[src/rtl/sw_pkg.sv]
// Shared encodings for the Smith-Waterman array feeder: base codes, FSM states, status codes.
package sw_pkg;

  typedef enum logic [1:0] {
    BASE_A = 2'b00,
    BASE_C = 2'b01,
    BASE_G = 2'b10,
    BASE_T = 2'b11
  } base_e;

  typedef enum logic [2:0] {
    ST_IDLE,
    ST_GATHER,
    ST_LOAD,
    ST_ARM,
    ST_STREAM,
    ST_DRAIN
  } state_e;

  typedef enum logic [1:0] {
    STAT_OK        = 2'b00,
    STAT_UNDERFLOW = 2'b01,
    STAT_OVERFLOW  = 2'b10
  } status_e;

  // Counter width able to hold 0..n-1, never narrower than one bit.
  function automatic int cnt_w(input int n);
    return (n > 1) ? $clog2(n) : 1;
  endfunction

endpackage

[src/rtl/sw_query_buffer.sv]
// NUM_PE x 2-bit query store: shifts bases in at the tail while gathering and
// rotates them past the head while loading; head_d is the head after this edge.
module sw_query_buffer #(
  parameter int NUM_PE = 32
) (
  input  logic       clk,
  input  logic       shift_en,
  input  logic       rot_en,
  input  logic [1:0] base_in,
  output logic [1:0] head_d
);

  logic [NUM_PE-1:0][1:0] qbuf_q, qbuf_d;

  always_comb begin
    qbuf_d = qbuf_q;
    if (shift_en || rot_en) begin
      for (int i = 0; i < NUM_PE - 1; i++) qbuf_d[i] = qbuf_q[i+1];
      qbuf_d[NUM_PE-1] = shift_en ? base_in : qbuf_q[0];
    end
  end

  // Contents are rewritten by every gather, so no reset is needed.
  always_ff @(posedge clk) qbuf_q <= qbuf_d;

  assign head_d = qbuf_d[0];

endmodule

[src/rtl/sw_array_feeder.sv]
// Sequencer feeding a non-stallable Smith-Waterman PE array: gathers the query,
// broadcasts it with one travelling store pulse, streams the reference, drains.
module sw_array_feeder
  import sw_pkg::*;
#(
  parameter int NUM_PE = 32,
  parameter int RLEN_W = 16
) (
  input  logic              clk,
  input  logic              rst,
  input  logic              start,
  input  logic              q_valid,
  output logic              q_ready,
  input  logic [1:0]        q_base,
  input  logic              r_valid,
  output logic              r_ready,
  input  logic [1:0]        r_base,
  input  logic              r_last,
  output logic [1:0]        S_out,
  output logic              store_S_out,
  output logic [1:0]        T_out,
  output logic              init_out,
  output logic              busy,
  output logic              done,
  output logic [1:0]        status,
  output logic [RLEN_W-1:0] ref_count
);

  localparam int QW = cnt_w(NUM_PE);
  localparam int DW = cnt_w(NUM_PE + 1);
  localparam logic [QW-1:0]     Q_LAST   = QW'(NUM_PE - 1);
  localparam logic [DW-1:0]     D_LAST   = DW'(NUM_PE);
  localparam logic [RLEN_W-1:0] R_PENULT = ~RLEN_W'(1);

  state_e            state_q, state_d;
  status_e           status_q, status_d;
  logic [QW-1:0]     q_cnt_q, q_cnt_d;
  logic [QW-1:0]     load_cnt_q, load_cnt_d;
  logic [DW-1:0]     drain_cnt_q, drain_cnt_d;
  logic [RLEN_W-1:0] ref_count_q, ref_count_d;
  logic              q_ready_q, q_ready_d;
  logic              r_ready_q, r_ready_d;
  logic              store_q, store_d;
  logic              init_q, init_d;
  logic              busy_q, busy_d;
  logic              done_q, done_d;
  logic [1:0]        s_out_q, s_out_d;
  logic [1:0]        t_out_q, t_out_d;
  logic              shift_en, rot_en, q_acc, r_acc;
  logic [1:0]        head_d;

  sw_query_buffer #(.NUM_PE(NUM_PE)) u_qbuf (
    .clk      (clk),
    .shift_en (shift_en),
    .rot_en   (rot_en),
    .base_in  (q_base),
    .head_d   (head_d)
  );

  assign q_acc = q_valid && q_ready_q;
  assign r_acc = r_valid && r_ready_q;

  always_comb begin
    state_d     = state_q;
    status_d    = status_q;
    q_cnt_d     = q_cnt_q;
    load_cnt_d  = load_cnt_q;
    drain_cnt_d = drain_cnt_q;
    ref_count_d = ref_count_q;
    store_d     = 1'b0;
    init_d      = 1'b0;
    done_d      = 1'b0;
    t_out_d     = BASE_A;
    shift_en    = 1'b0;
    rot_en      = 1'b0;
    case (state_q)
      ST_IDLE: begin
        q_cnt_d     = '0;
        ref_count_d = '0;
        status_d    = STAT_OK;
        if (start) state_d = ST_GATHER;
      end
      ST_GATHER: begin
        if (q_acc) begin
          shift_en = 1'b1;
          if (q_cnt_q == Q_LAST) begin
            q_cnt_d    = '0;
            load_cnt_d = '0;
            store_d    = 1'b1;
            state_d    = ST_LOAD;
          end else begin
            q_cnt_d = q_cnt_q + 1'b1;
          end
        end
      end
      ST_LOAD: begin
        rot_en = 1'b1;
        if (load_cnt_q == Q_LAST) state_d = ST_ARM;
        else                      load_cnt_d = load_cnt_q + 1'b1;
      end
      ST_ARM: begin
        if (r_valid) state_d = ST_STREAM;
      end
      ST_STREAM: begin
        if (r_acc) begin
          t_out_d     = r_base;
          init_d      = 1'b1;
          ref_count_d = ref_count_q + 1'b1;
          if (r_last) begin
            status_d    = STAT_OK;
            drain_cnt_d = '0;
            state_d     = ST_DRAIN;
          end else if (ref_count_q == R_PENULT) begin
            status_d    = STAT_OVERFLOW;
            drain_cnt_d = '0;
            state_d     = ST_DRAIN;
          end
        end else begin
          // The starved cycle already counts as the first drain cycle.
          status_d    = STAT_UNDERFLOW;
          drain_cnt_d = DW'(1);
          state_d     = ST_DRAIN;
        end
      end
      ST_DRAIN: begin
        if (drain_cnt_q == D_LAST) begin
          done_d  = 1'b1;
          state_d = ST_IDLE;
        end else begin
          drain_cnt_d = drain_cnt_q + 1'b1;
        end
      end
      default: state_d = ST_IDLE;
    endcase
    q_ready_d = (state_d == ST_GATHER);
    r_ready_d = (state_d == ST_STREAM);
    busy_d    = (state_d != ST_IDLE);
    s_out_d   = (state_d == ST_LOAD) ? head_d : s_out_q;
  end

  always_ff @(posedge clk or posedge rst) begin
    if (rst) begin
      state_q     <= ST_IDLE;
      status_q    <= STAT_OK;
      q_cnt_q     <= '0;
      load_cnt_q  <= '0;
      drain_cnt_q <= '0;
      ref_count_q <= '0;
      q_ready_q   <= 1'b0;
      r_ready_q   <= 1'b0;
      store_q     <= 1'b0;
      init_q      <= 1'b0;
      busy_q      <= 1'b0;
      done_q      <= 1'b0;
      s_out_q     <= BASE_A;
      t_out_q     <= BASE_A;
    end else begin
      state_q     <= state_d;
      status_q    <= status_d;
      q_cnt_q     <= q_cnt_d;
      load_cnt_q  <= load_cnt_d;
      drain_cnt_q <= drain_cnt_d;
      ref_count_q <= ref_count_d;
      q_ready_q   <= q_ready_d;
      r_ready_q   <= r_ready_d;
      store_q     <= store_d;
      init_q      <= init_d;
      busy_q      <= busy_d;
      done_q      <= done_d;
      s_out_q     <= s_out_d;
      t_out_q     <= t_out_d;
    end
  end

  assign q_ready     = q_ready_q;
  assign r_ready     = r_ready_q;
  assign store_S_out = store_q;
  assign init_out    = init_q;
  assign busy        = busy_q;
  assign done        = done_q;
  assign S_out       = s_out_q;
  assign T_out       = t_out_q;
  assign status      = status_q;
  assign ref_count   = ref_count_q;

endmodule
[config.mk]
export PLATFORM = sky130hd
export DESIGN_NAME = sw_array_feeder
export DESIGN_NICKNAME = d
export VERILOG_FILES = /design/src/rtl/sw_pkg.sv /design/src/rtl/sw_query_buffer.sv /design/src/rtl/sw_array_feeder.sv
export SDC_FILE = /design/constraint.sdc
export NUM_CORES = 1
export LEC_CHECK = 0
export CAP_MARGIN = 30
export CORE_MARGIN = 2
export CORE_UTILIZATION = 61
export CTS_CLUSTER_DIAMETER = 120
export DETAILED_ROUTE_END_ITERATION = 10
export PLACE_DENSITY_LB_ADDON = 0.25
export SLEW_MARGIN = 20
export SYNTH_ARGS = -nofsm -noshare
export SYNTH_HDL_FRONTEND = slang
export SYNTH_HIERARCHICAL = 1
export SYNTH_SLANG_ARGS = --single-unit
[constraint.sdc]
create_clock -name clk -period 7.1 [get_ports clk]
set_input_delay 1.775 -clock clk [delete_from_list [all_inputs] [get_ports clk]]
set_output_delay 1.775 -clock clk [all_outputs]
set_load 0.01 [all_outputs]
Yosys cells after proc, flatten, opt, wreduce, memory -nomap -nowiden

Index checks and enable logic that the tools add are counted.

$add $sub $neg: 4
$mul: 0
Div/mod/pow operators: 0
Magnitude comparators: 0
Equality and inequality tests: 18
Shift operators: 0
Muxes and demuxes: 42
Bitwise gates (word level): 0
Reduce and logical (&&, ||, !) cells: 14

Operators with widths:

| cell                                                                   | number |
|---|---|
| 16-bit one-hot mux with 2 select lines                                 | 1 |
| 3-bit two-way mux                                                      | 9 |
| 5-bit two-way mux                                                      | 5 |
| 6-bit two-way mux                                                      | 4 |
| 5-bit one-hot mux with 2 select lines                                  | 2 |
| 3-bit one-hot mux with 6 select lines                                  | 1 |
| 16-bit by 1-bit adder with 16-bit output (second input constant)       | 1 |
| 16-bit equality test (second input constant)                           | 1 |
| 16-bit two-way mux                                                     | 1 |
| 2-bit two-way mux                                                      | 7 |
| 6-bit one-hot mux with 2 select lines                                  | 1 |
| 5-bit by 1-bit adder with 5-bit output (second input constant)         | 2 |
| 5-bit equality test (second input constant)                            | 2 |
| 1-bit two-way mux                                                      | 10 |
| 2-bit != test (second input constant)                                  | 5 |
| 3-bit by 2-bit equality test with 1-bit output (second input constant) | 3 |
| 3-bit equality test (second input constant)                            | 3 |
| 2-bit nonzero test                                                     | 4 |
| 6-bit by 1-bit adder with 6-bit output (second input constant)         | 1 |
| 3-bit by 1-bit equality test with 1-bit output (second input constant) | 2 |
| 6-bit equality test (second input constant)                            | 1 |
| 2-bit AND reduction                                                    | 3 |
| 4-bit != test (second input constant)                                  | 1 |
| 2-bit one-hot mux with 2 select lines                                  | 1 |
| 6 further kinds                                                        | 7 |

Bits in registers: 111
Bits in latches: 0
Memory bits (writable): 0
Memory bits (read-only): 0
Input bits: 10
Output and inout bits: 28
Word-level logic and storage cells: 124
Memories kept: 0

Logic depth before layout (Yosys ltp)

Gate-level depths: netlist (run 1).

Depth in word-level cells: 6
Depth in mapped cells: 7
Depth with buffers taken out: 7

By module

Netlist (run 1), hierarchy kept.

By module, submodules not included:

| module          | times used | cells each | area each (sq um) | sequential area each (sq um) |
|---|---|---|---|---|
| sw_array_feeder | 1          | 232        | 2,349.8           | 1,176.1 |
| sw_query_buffer | 1          | 70         | 1,956.9           | 1,901.8 |

Least setup slack after synthesis (run 1)

Ideal clock, no wire load.

Kind: input to register
Start: in q_valid
End: reg u_qbuf/qbuf_q[10] (netlist name) (enable)
Library setup time: 0.416 ns
Arrival time: 3.345 ns
Data required time: 6.684 ns
Slack: 3.339 ns
Stages: 4
Path buffers: 0
Cell sequence: nand2_1 -> nor2_1 -> nor2_2 -> inv_1

Longest elaborated chain between the ends: 4

Ends and longest elaborated chain:

| what                   | RTL line              | source |
|---|---|---|
| start: declaration     | sw_array_feeder.sv:12 | `input logic q_valid,` |
| 1-bit logical AND      | sw_array_feeder.sv:60 | `assign q_acc = q_valid && q_ready_q;` |
| 1-bit two-way mux      | sw_array_feeder.sv:84 | `if (q_acc) begin` |
| 1-bit two-way mux      | sw_array_feeder.sv:76 | `case (state_q)` |
| named net shift_en     | sw_array_feeder.sv:49 | `logic shift_en, rot_en, q_acc, r_acc;` |
| 1-bit logical OR       | sw_query_buffer.sv:17 | `if (shift_en \|\| rot_en) begin` |
| end signal: assignment | sw_query_buffer.sv:24 | `always_ff @(posedge clk) qbuf_q <= qbuf_d;` |
| end: declaration       | sw_query_buffer.sv:13 | `logic [NUM_PE-1:0][1:0] qbuf_q, qbuf_d;` |

The timed path passes the listed nets, and every way through them passes these cells.
A chain may end at the register's enable or synchronous reset.

Worst setup path after layout (run 1)

Start: in q_valid
End: reg u_qbuf/qbuf_q[42] (netlist name) (enable)

The elaborated chain is that of the path after synthesis.

==> impl_metrics.tcl, run 1 <==
set metrics [dict create \
    setup_violations 0 \
    cp_max_fo 38 \
    cts_root_buffer "clkbuf_8" \
    fmax_mhz 288 \
    rsz0062_at_grt "false" \
    cts_setup_buffers 0 \
    setup-tns-final_ns 0 \
    maxCapViolCount 0 \
    grt_max_degree 39 \
    ys_warn_count 6 \
    rr_endpoint "u_qbuf/qbuf_q[42]" \
    r2r_start "state_q[0]" \
    syn_avg_cell_area_um2 14.3 \
    drt-total-wl_um 6800 \
    pwr_density_cell_mw_per_mm2 339 \
    grt.total_usage_pct 19.4 \
    rrSetupSlack_ns 4.71 \
    reg2reg_depth 5 \
    async_reset_ff_share_pct 42.3 \
    cp-end-kind "flop" \
    mappedNetlistArea_mm2 0.00431 \
    pin_count 38 \
    fin_skew_ns 0.0108 \
    via_per_inst 5.48 \
    start_util_pct 63.0 \
    cts_tree "yes" \
    cts_resized 0 \
    hold_path_class "reg2reg" \
    area_growth_pct 16.9 \
    synthFlopType "edfxtp_1" \
    mostFrequentLayoutCell "edfxtp_1" \
    first_pass_iters 4 \
    cp-start-kind "input port" \
    numCtsBuffers 9 \
    status "completed" \
    fin_crit_sh_pct 49.0 \
    gp_congestion 0.841 \
    drive_above_1_share_pct 11.0 \
    die_height_um 88.0 \
    report.final.hold_viol_count 0 \
    max_slew_margin_pct 46.7 \
    grt_first_pass_wirelength_um 11200 \
    nNetsFinal 366 \
    ir_worst_vdd_uv 195 \
    seq_area_frac_synth_pct 71.5 \
    period_minus_slack_ns 3.48 \
    overflow 0 \
    ant_nets 0 \
    h-tree-depth 3 \
    maxSlewViolCount 0 \
    required_ns 7.17 \
    min_to "u_qbuf/qbuf_q[33]" \
    synth_edf_count 62 \
    leakagePower_uw 0.00196 \
    final_cell_mix "62 x edfxtp_1, 47 x dfrtp_1, 37 x clkdlybuf4s50_1, 26 x nor2_1, 19 x nand2_1" \
    clock_latency_ns 0.36 \
    clkTransAtPathRegs_ns 0.10 \
    worst-slew-pin-transition_ns 0.798 \
    syn_inst 302 \
    portBuffers 37 \
    dieArea_mm2 0.00775 \
    ys_ff_latch 111 \
    crit_arrival_ns 3.55 \
    dpl.cell_count 433 \
    die_x_um 88.0 \
    cts.path.max_buffers 2 \
    rows 30 \
    syn_nets 320 \
    vias 2461 \
    drtIter0Drc 156 \
    dp_hpwl_um 4490 \
    ctsHoldBuffers 0 \
    drc 0 \
    antenna_found_initial 0 \
    fin_cells 449 \
    synth_cell_types 50 \
    drt-wirelength-per-cell_um 15.2 \
    antenna_cells 0 \
    fin_util_pct 73.7 \
    grt_pass1_vias 2297 \
    core_mm2 0.00683 \
    cts.sinks 111 \
    whs_path_depth 0 \
    hp-start "u_qbuf/qbuf_q[35]" \
    path_class "in2reg" \
]
## cells in the mapped netlist, types with 2 or more instances
library cell / count / area share [%]
nand2b_1: 4 / 0.58
nor4_1: 2 / 0.29
nor3_1: 10 / 1.2
nand3_1: 16 / 1.9
o31ai_1: 5 / 0.87
edfxtp_1: 62 / 43
xnor2_1: 10 / 2.0
buf_2: 2 / 0.23
a21oi_1: 6 / 0.70
nand4_1: 6 / 0.87
ha_1: 8 / 2.3
inv_1: 13 / 1.1
xor2_1: 4 / 0.81
o21ai_0: 11 / 1.3
and2_1: 4 / 0.58
and3_1: 2 / 0.29
nor2b_1: 2 / 0.29
mux2_1: 2 / 0.52
a22o_1: 3 / 0.61
dfxtp_1: 2 / 0.93
or3_2: 2 / 0.35
nand2_1: 19 / 1.7
dfrtp_1: 47 / 27
mux2_2: 5 / 1.3
nand3b_1: 2 / 0.35
clkbuf_1: 3 / 0.26
or4_1: 2 / 0.35
nor2_1: 26 / 2.3
## worst max path at each step
stage / start / endpoint / depth (start not counted)
6_report: q_valid / u_qbuf/qbuf_q[42] / 6
5_1_grt: q_valid / u_qbuf/qbuf_q[37] / 6
4_1_cts: q_valid / u_qbuf/qbuf_q[48] / 6
3_5_place_dp: q_valid / u_qbuf/qbuf_q[11] / 6
3_3_place_gp: q_valid / u_qbuf/qbuf_q[39] / 5
2_1_floorplan: q_valid / u_qbuf/qbuf_q[10] / 4
## power by group
part           leakage [uW]  switching [uW]  internal [uW]
Clock             0.0000969             208            169
Combinational      0.000636             155            112
Sequential          0.00122            95.9            964
Total               0.00196             459           1250
## layer usage
layer / track usage (%) / up-vias / routed length [um]
met2: 28.2 / 44 / 3150
met4: 4.96 / 0 / 53
li1: - / 1200 / -
met1: 29.3 / 1212 / 3330
met3: 5.75 / 5 / 267
met5: 0 / - / 0
## metrics by stage
step | hold slack [ns] | power [uW] | setup slack [ns] | area (um2)
5_1_grt | 0.422 | 1800 | 3.45 | 5030
6_report | 0.421 | 1710 | 3.62 | 5030
3_5_place_dp | 0.405 | 1340 | 3.21 | 4830
2_1_floorplan | 0.400 | 1220 | 3.34 | 4310
4_1_cts | 0.420 | 1730 | 3.61 | 5030
3_3_place_gp | 0.403 | 1310 | 3.19 | 4780
## sequential cells by signal (all words and copies together) (netlist names)
| name | count |
|---|---|
| T_out | 2 |
| q_ready | 1 |
| done | 1 |
| load_cnt_q | 5 |
| S_out | 2 |
| state_q | 3 |
| drain_cnt_q | 6 |
| ref_count | 16 |
| status | 2 |
| init_out | 1 |
| q_cnt_q | 5 |
| u_qbuf/qbuf_q | 64 |
| r_ready | 1 |
| busy | 1 |
| store_S_out | 1 |
## worst max-delay path: stages
cell             delay, ns
clkdlybuf4s50_1       0.50
nand2_1               0.08
nor2_1                0.24
nor2_2                0.10
inv_2                 0.59
buf_16                0.25
## logic make-up (layout without fill, tap and decap cells)
family          Yosys count  after routing  share of synthesized area, %
buf+inv                  18             69                          1.63
compound gates           37             37                          6.16
simple gates            105            105                          13.0
flops                   111            111                          71.5
mux                       9              9                          2.59
fa+ha+maj                 8              8                          2.32
xor+xnor                 14             14                          2.85
## layout make-up
type                            instances  area, um2
Timing Repair Buffer                   40        425
Inverter                               13       48.8
Clock buffer                           10        128
Multi-Input combinational cell        173       1160
Tap cell                               96        120
Sequential cell                       111       3080
Clock inverter                          6       76.3
Fill cell                             476       1800
(Power assumes the default switching activity.)
==> inputs of run 2 (changes only) <==
Settings changed: CORE_UTILIZATION 61 to 51.
Clock period 7.1 ns to 3.1 ns, I/O delays scaled along.
==> run 2 against run 1 <==
  * Global-route usage shrank 3.5 points
  * Via count is 1.5% lower
  * Critical path type unchanged
  * Register-to-register slack worse by 3.7 ns
  * Combinational power rose by 120%
  * Sequential share of layout area fell by 0.061 points
  * Flip-flop and latch count unchanged
  * Sequential power up 130%
  * Largest cell class unchanged
  * Wire length is 0.24% higher
==> impl_metrics.tcl, run 2 (synthesis results as in run 1) <==
set metrics [dict create \
    status "completed" \
    grt_first_pass_wirelength_um 11000 \
    drc 0 \
    mostFrequentLayoutCell "edfxtp_1" \
    pwr_density_cell_mw_per_mm2 773 \
    overflow 0 \
    rsz0062_at_grt "false" \
    cts_root_buffer "clkbuf_8" \
    h-tree-depth 3 \
    vias 2424 \
    final_cell_mix "62 x edfxtp_1, 47 x dfrtp_1, 37 x clkdlybuf4s50_1, 26 x nor2_1, 19 x nand2_1" \
    clock_latency_ns 0.36 \
    fin_crit_sh_pct 73.8 \
    fmax_mhz 437 \
    dp_hpwl_um 4280 \
    numCtsBuffers 9 \
    clkTransAtPathRegs_ns 0.11 \
    grt_max_degree 63 \
    first_pass_iters 4 \
    hold_path_class "reg2reg" \
    period_minus_slack_ns 2.29 \
    maxCapViolCount 0 \
    setup_violations 0 \
    crit_arrival_ns 2.59 \
    largest_register_ffs 64 \
    pin_count 38 \
    die_height_um 95.9 \
    area_growth_pct 17.0 \
    required_ns 3.40 \
    max_slew_margin_pct 62.3 \
    worst-slew-pin-transition_ns 0.564 \
    report.final.hold_viol_count 0 \
    setup-tns-final_ns 0 \
    core_mm2 0.00822 \
    drt-wirelength-per-cell_um 14.9 \
    via_per_inst 5.29 \
    leakagePower_uw 0.00196 \
    drt-total-wl_um 6820 \
    fin_hold_ws_ns 0.427 \
    cts.sinks 111 \
    ant_nets 0 \
    maxSlewViolCount 0 \
    nNetsFinal 366 \
    grt.total_usage_pct 15.9 \
    largest-register "u_qbuf/qbuf_q" \
    antenna_cells 0 \
    drive_above_1_share_pct 11.0 \
    cts.path.max_buffers 2 \
    cp-start-kind "input port" \
    drtIter0Drc 95 \
    fin_skew_ns 0.0137 \
    cts_setup_buffers 0 \
    cts_resized 0 \
    cts_tree "yes" \
    antenna_found_initial 0 \
    start_util_pct 52.4 \
    path_class "in2reg" \
    ctsHoldBuffers 0 \
    cp-end-kind "flop" \
    die_x_um 95.9 \
    totalPowerFinal_uw 3890 \
    dieArea_mm2 0.00920 \
    portBuffers 37 \
    grt_pass1_vias 2300 \
    rows 33 \
    gp_congestion 0.828 \
    n_fill_cell 640 \
    ir_worst_vdd_uv 530 \
    cp_max_fo 11 \
]
==> run 2: report_power, final <==
part           switching (uW)  internal, uW  total, uW
sequential                212          2210       2420
combinational             349           249        598
clock                     489           390        879
==> run 2: worst paths after layout <==
check                            startpoint                to  slack, ns  depth (start not counted)
setup / recovery                    r_valid      ref_count[5]       0.81                          5
hold / removal             u_qbuf/qbuf_q[8]  u_qbuf/qbuf_q[6]       0.43                          0
setup reg to reg                 state_q[0]      ref_count[5]       0.97                          4
hold reg to reg            u_qbuf/qbuf_q[8]  u_qbuf/qbuf_q[6]       0.43                          0
max in group asynchronous               rst        q_cnt_q[4]       2.10                          3
min in group asynchronous               rst      ref_count[5]       0.75                          3
==> run 2: through the flow <==
stage | utilization (%) | cells | worst slack (ns) | cell area [um2]
4_1_cts | 61.3 | 458 | 0.825 | 5040
6_report | 61.3 | 458 | 0.811 | 5040
5_1_grt | 61.3 | 458 | 0.674 | 5040
2_1_floorplan | - | 302 | 0.339 | 4310
3_5_place_dp | 58.8 | 442 | 0.437 | 4830
3_3_place_gp | 58.8 | 442 | 0.477 | 4830
==> run 2: area by class of cell <==
cell class / instances / area, um2 / area share [%]
well taps: 105 / 131 / 2.61
repair buffers: 40 / 418 / 8.29
inverters: 13 / 48.8 / 0.968
clock buffers: 10 / 128 / 2.53
multi-input cells: 173 / 1160 / 23.0
clock inverters: 6 / 77.6 / 1.54
flip-flops and latches: 111 / 3080 / 61.1
==> run 2: critical path: stages <==
cell and delay (ns):
clkdlybuf4s50_1 0.57, a21bo_2 0.17, nand4_1 0.35, or3_2 0.57, a21oi_1 0.14
==> run 2: metal layers <==
layer	wire length, um	global-route usage [%]
met1	3590	24.9
met2	2960	21.9
met3	194	2.82
met4	71	6.43
met5	0	0
==> inputs of run 3 (changes only) <==
Settings changed: CORE_UTILIZATION 51 to 57.
Clock period 3.1 ns to 2.3 ns, I/O delays scaled along.
==> run 3 against run 2 <==
  * Count of clock-buffer cells in the layout did not move
  * Clock skew down 0.0087 ns
  * Total power is 33% higher
==> impl_metrics.tcl, run 3 (synthesis results as in run 1) <==
set metrics [dict create \
    status "completed" \
    die_x_um 90.9 \
    fin_skew_ns 0.00502 \
    drtIter0Drc 122 \
    largest-register "u_qbuf/qbuf_q" \
    fmax_mhz 480 \
    vias 2540 \
    clock_latency_ns 0.36 \
    rr_endpoint "drain_cnt_q[5]" \
    reg2reg_depth 7 \
    max_slew_margin_pct 63.1 \
    ir_worst_vdd_uv 551 \
    numCtsBuffers 9 \
    hp-start "u_qbuf/qbuf_q[26]" \
    overflow 0 \
    period_minus_slack_ns 2.09 \
    power_frac_clock_pct 20.1 \
    dpl.cell_count 448 \
    cp-start-kind "flop" \
    start_util_pct 59.1 \
    grt.total_usage_pct 18.7 \
    antenna_cells 0 \
    clkTransAtPathRegs_ns 0.10 \
    largest_register_ffs 64 \
    pin_count 38 \
    power.net_switching_uw 1400 \
    fin_cells 463 \
    place_area_mm2 0.00493 \
    antenna_found_initial 0 \
    nNetsFinal 378 \
    mostFrequentLayoutCell "edfxtp_1" \
    rsz0062_at_grt "false" \
    dp_hpwl_um 4720 \
    cts.path.max_buffers 2 \
    cts_tree "yes" \
    combPwrFrac_pct 17.0 \
    cp-end-kind "flop" \
    drt-wirelength-per-cell_um 15.3 \
    grt_first_pass_wirelength_um 12100 \
    required_ns 2.59 \
    cts_root_buffer "clkbuf_8" \
    grt_pass1_vias 2504 \
    portBuffers 37 \
    n_fill_cell 543 \
    totalPowerFinal_uw 5170 \
    grt_max_degree 35 \
    ant_nets 0 \
    fin_util_pct 70.0 \
    leakagePower_uw 0.00200 \
    r2r_start "ref_count[0]" \
    hold_path_class "reg2reg" \
    first_pass_iters 4 \
    setup-tns-final_ns 0 \
    fin_crit_sh_pct 90.7 \
    netSwitchingFraction_pct 27.0 \
    cts_resized 0 \
    path_class "reg2reg" \
    core_mm2 0.00729 \
    drt-total-wl_um 7080 \
    seq_power_share_pct 63.0 \
    cts_setup_buffers 0 \
    die_height_um 90.9 \
    maxSlewViolCount 0 \
    dieArea_mm2 0.00827 \
    rows 31 \
    final_cell_mix "62 x edfxtp_1, 46 x dfrtp_1, 37 x clkdlybuf4s50_1, 26 x nor2_1, 19 x nand2_1" \
    worst-slew-pin-transition_ns 0.552 \
    via_per_inst 5.49 \
    h-tree-depth 3 \
    crit_arrival_ns 2.38 \
    report.final.hold_viol_count 0 \
    cts.sinks 111 \
    gp_congestion 0.827 \
    pwr_density_cell_mw_per_mm2 1010 \
    crit_start "ref_count[0]" \
    worstSetupEndpoint "drain_cnt_q[5]" \
    cp_max_fo 8 \
    drive_above_1_share_pct 14.3 \
    cell_internal_pwr_uw 3780 \
    maxCapViolCount 0 \
    fin_area_mm2 0.00510 \
    setup_violations 0 \
    area_growth_pct 18.5 \
    drc 0 \
    rrSetupSlack_ns 0.21 \
    ctsHoldBuffers 0 \
]
==> run 3: cell count changes in the layout (fill, tap and decap cells not counted), sizes merged <==
| cell | delta |
|---|---|
| clkinvlp | +2 |
| buf | +12 |
| inv | -2 |
| bufinv | -1 |
==> run 3: area by class of cell <==
class / count / area [um2] / share of cell area, %
tap: 99 / 124 / 2.43
timing repair buffer: 52 / 520 / 10.2
clock buffer: 10 / 138 / 2.70
inverter: 13 / 52.6 / 1.03
multi-input combinational: 173 / 1160 / 22.7
sequential: 111 / 3080 / 60.3
clock inverter: 5 / 32.5 / 0.637
==> run 3: worst min-delay path by stage <==
| stage | to | slack [ns] | depth (start not counted) |
|---|---|---|---|
| finish | u_qbuf/qbuf_q[24] | 0.43 | 0 |
| global route | u_qbuf/qbuf_q[34] | 0.43 | 0 |
| CTS | u_qbuf/qbuf_q[52] | 0.43 | 0 |
| detailed placement | u_qbuf/qbuf_q[24] | 0.40 | 0 |
| global placement | u_qbuf/qbuf_q[9] | 0.40 | 0 |
| floorplan | u_qbuf/qbuf_q[10] | 0.40 | 0 |
==> run 3: worst max-delay path: stages, from the launching register on <==
cell and delay [ns]:
dfrtp_1 0.45, inv_1 0.09, ha_1 0.14, nand3_1 0.11, nor4_4 0.35, a211oi_2 0.20
or4_1 0.52, a21oi_1 0.16
==> run 3: power by group through the flow <==
| stage | Combinational [uW] | Clock [uW] | Sequential, uW |
|---|---|---|---|
| floorplan | 569 | 0 | 3200 |
| global placement | 851 | 0 | 3280 |
| detailed placement | 886 | 0 | 3280 |
| CTS | 888 | 1080 | 3260 |
| global route | 989 | 1150 | 3330 |
| finish | 877 | 1040 | 3260 |
==> run 3: metrics by stage <==
| stage | worst slack (ns) | hold slack, ns |
|---|---|---|
| global placement | 0.130 | 0.403 |
| floorplan | 0.00662 | 0.400 |
| CTS | 0.201 | 0.427 |
| detailed placement | 0.0451 | 0.405 |
| global route | 0.0508 | 0.434 |
| finish | 0.215 | 0.426 |
==> run 3: per-layer routing <==
| metal | up-vias | GRT usage [%] | share of wire [%] |
|---|---|---|---|
| met1 | 1247 | 27.3 | 47 |
| met5 | - | 0 | 0 |
| met4 | 0 | 6.44 | 0.68 |
| met2 | 73 | 27.7 | 47 |
| met3 | 4 | 5.01 | 5.4 |
| li1 | 1216 | - | - |
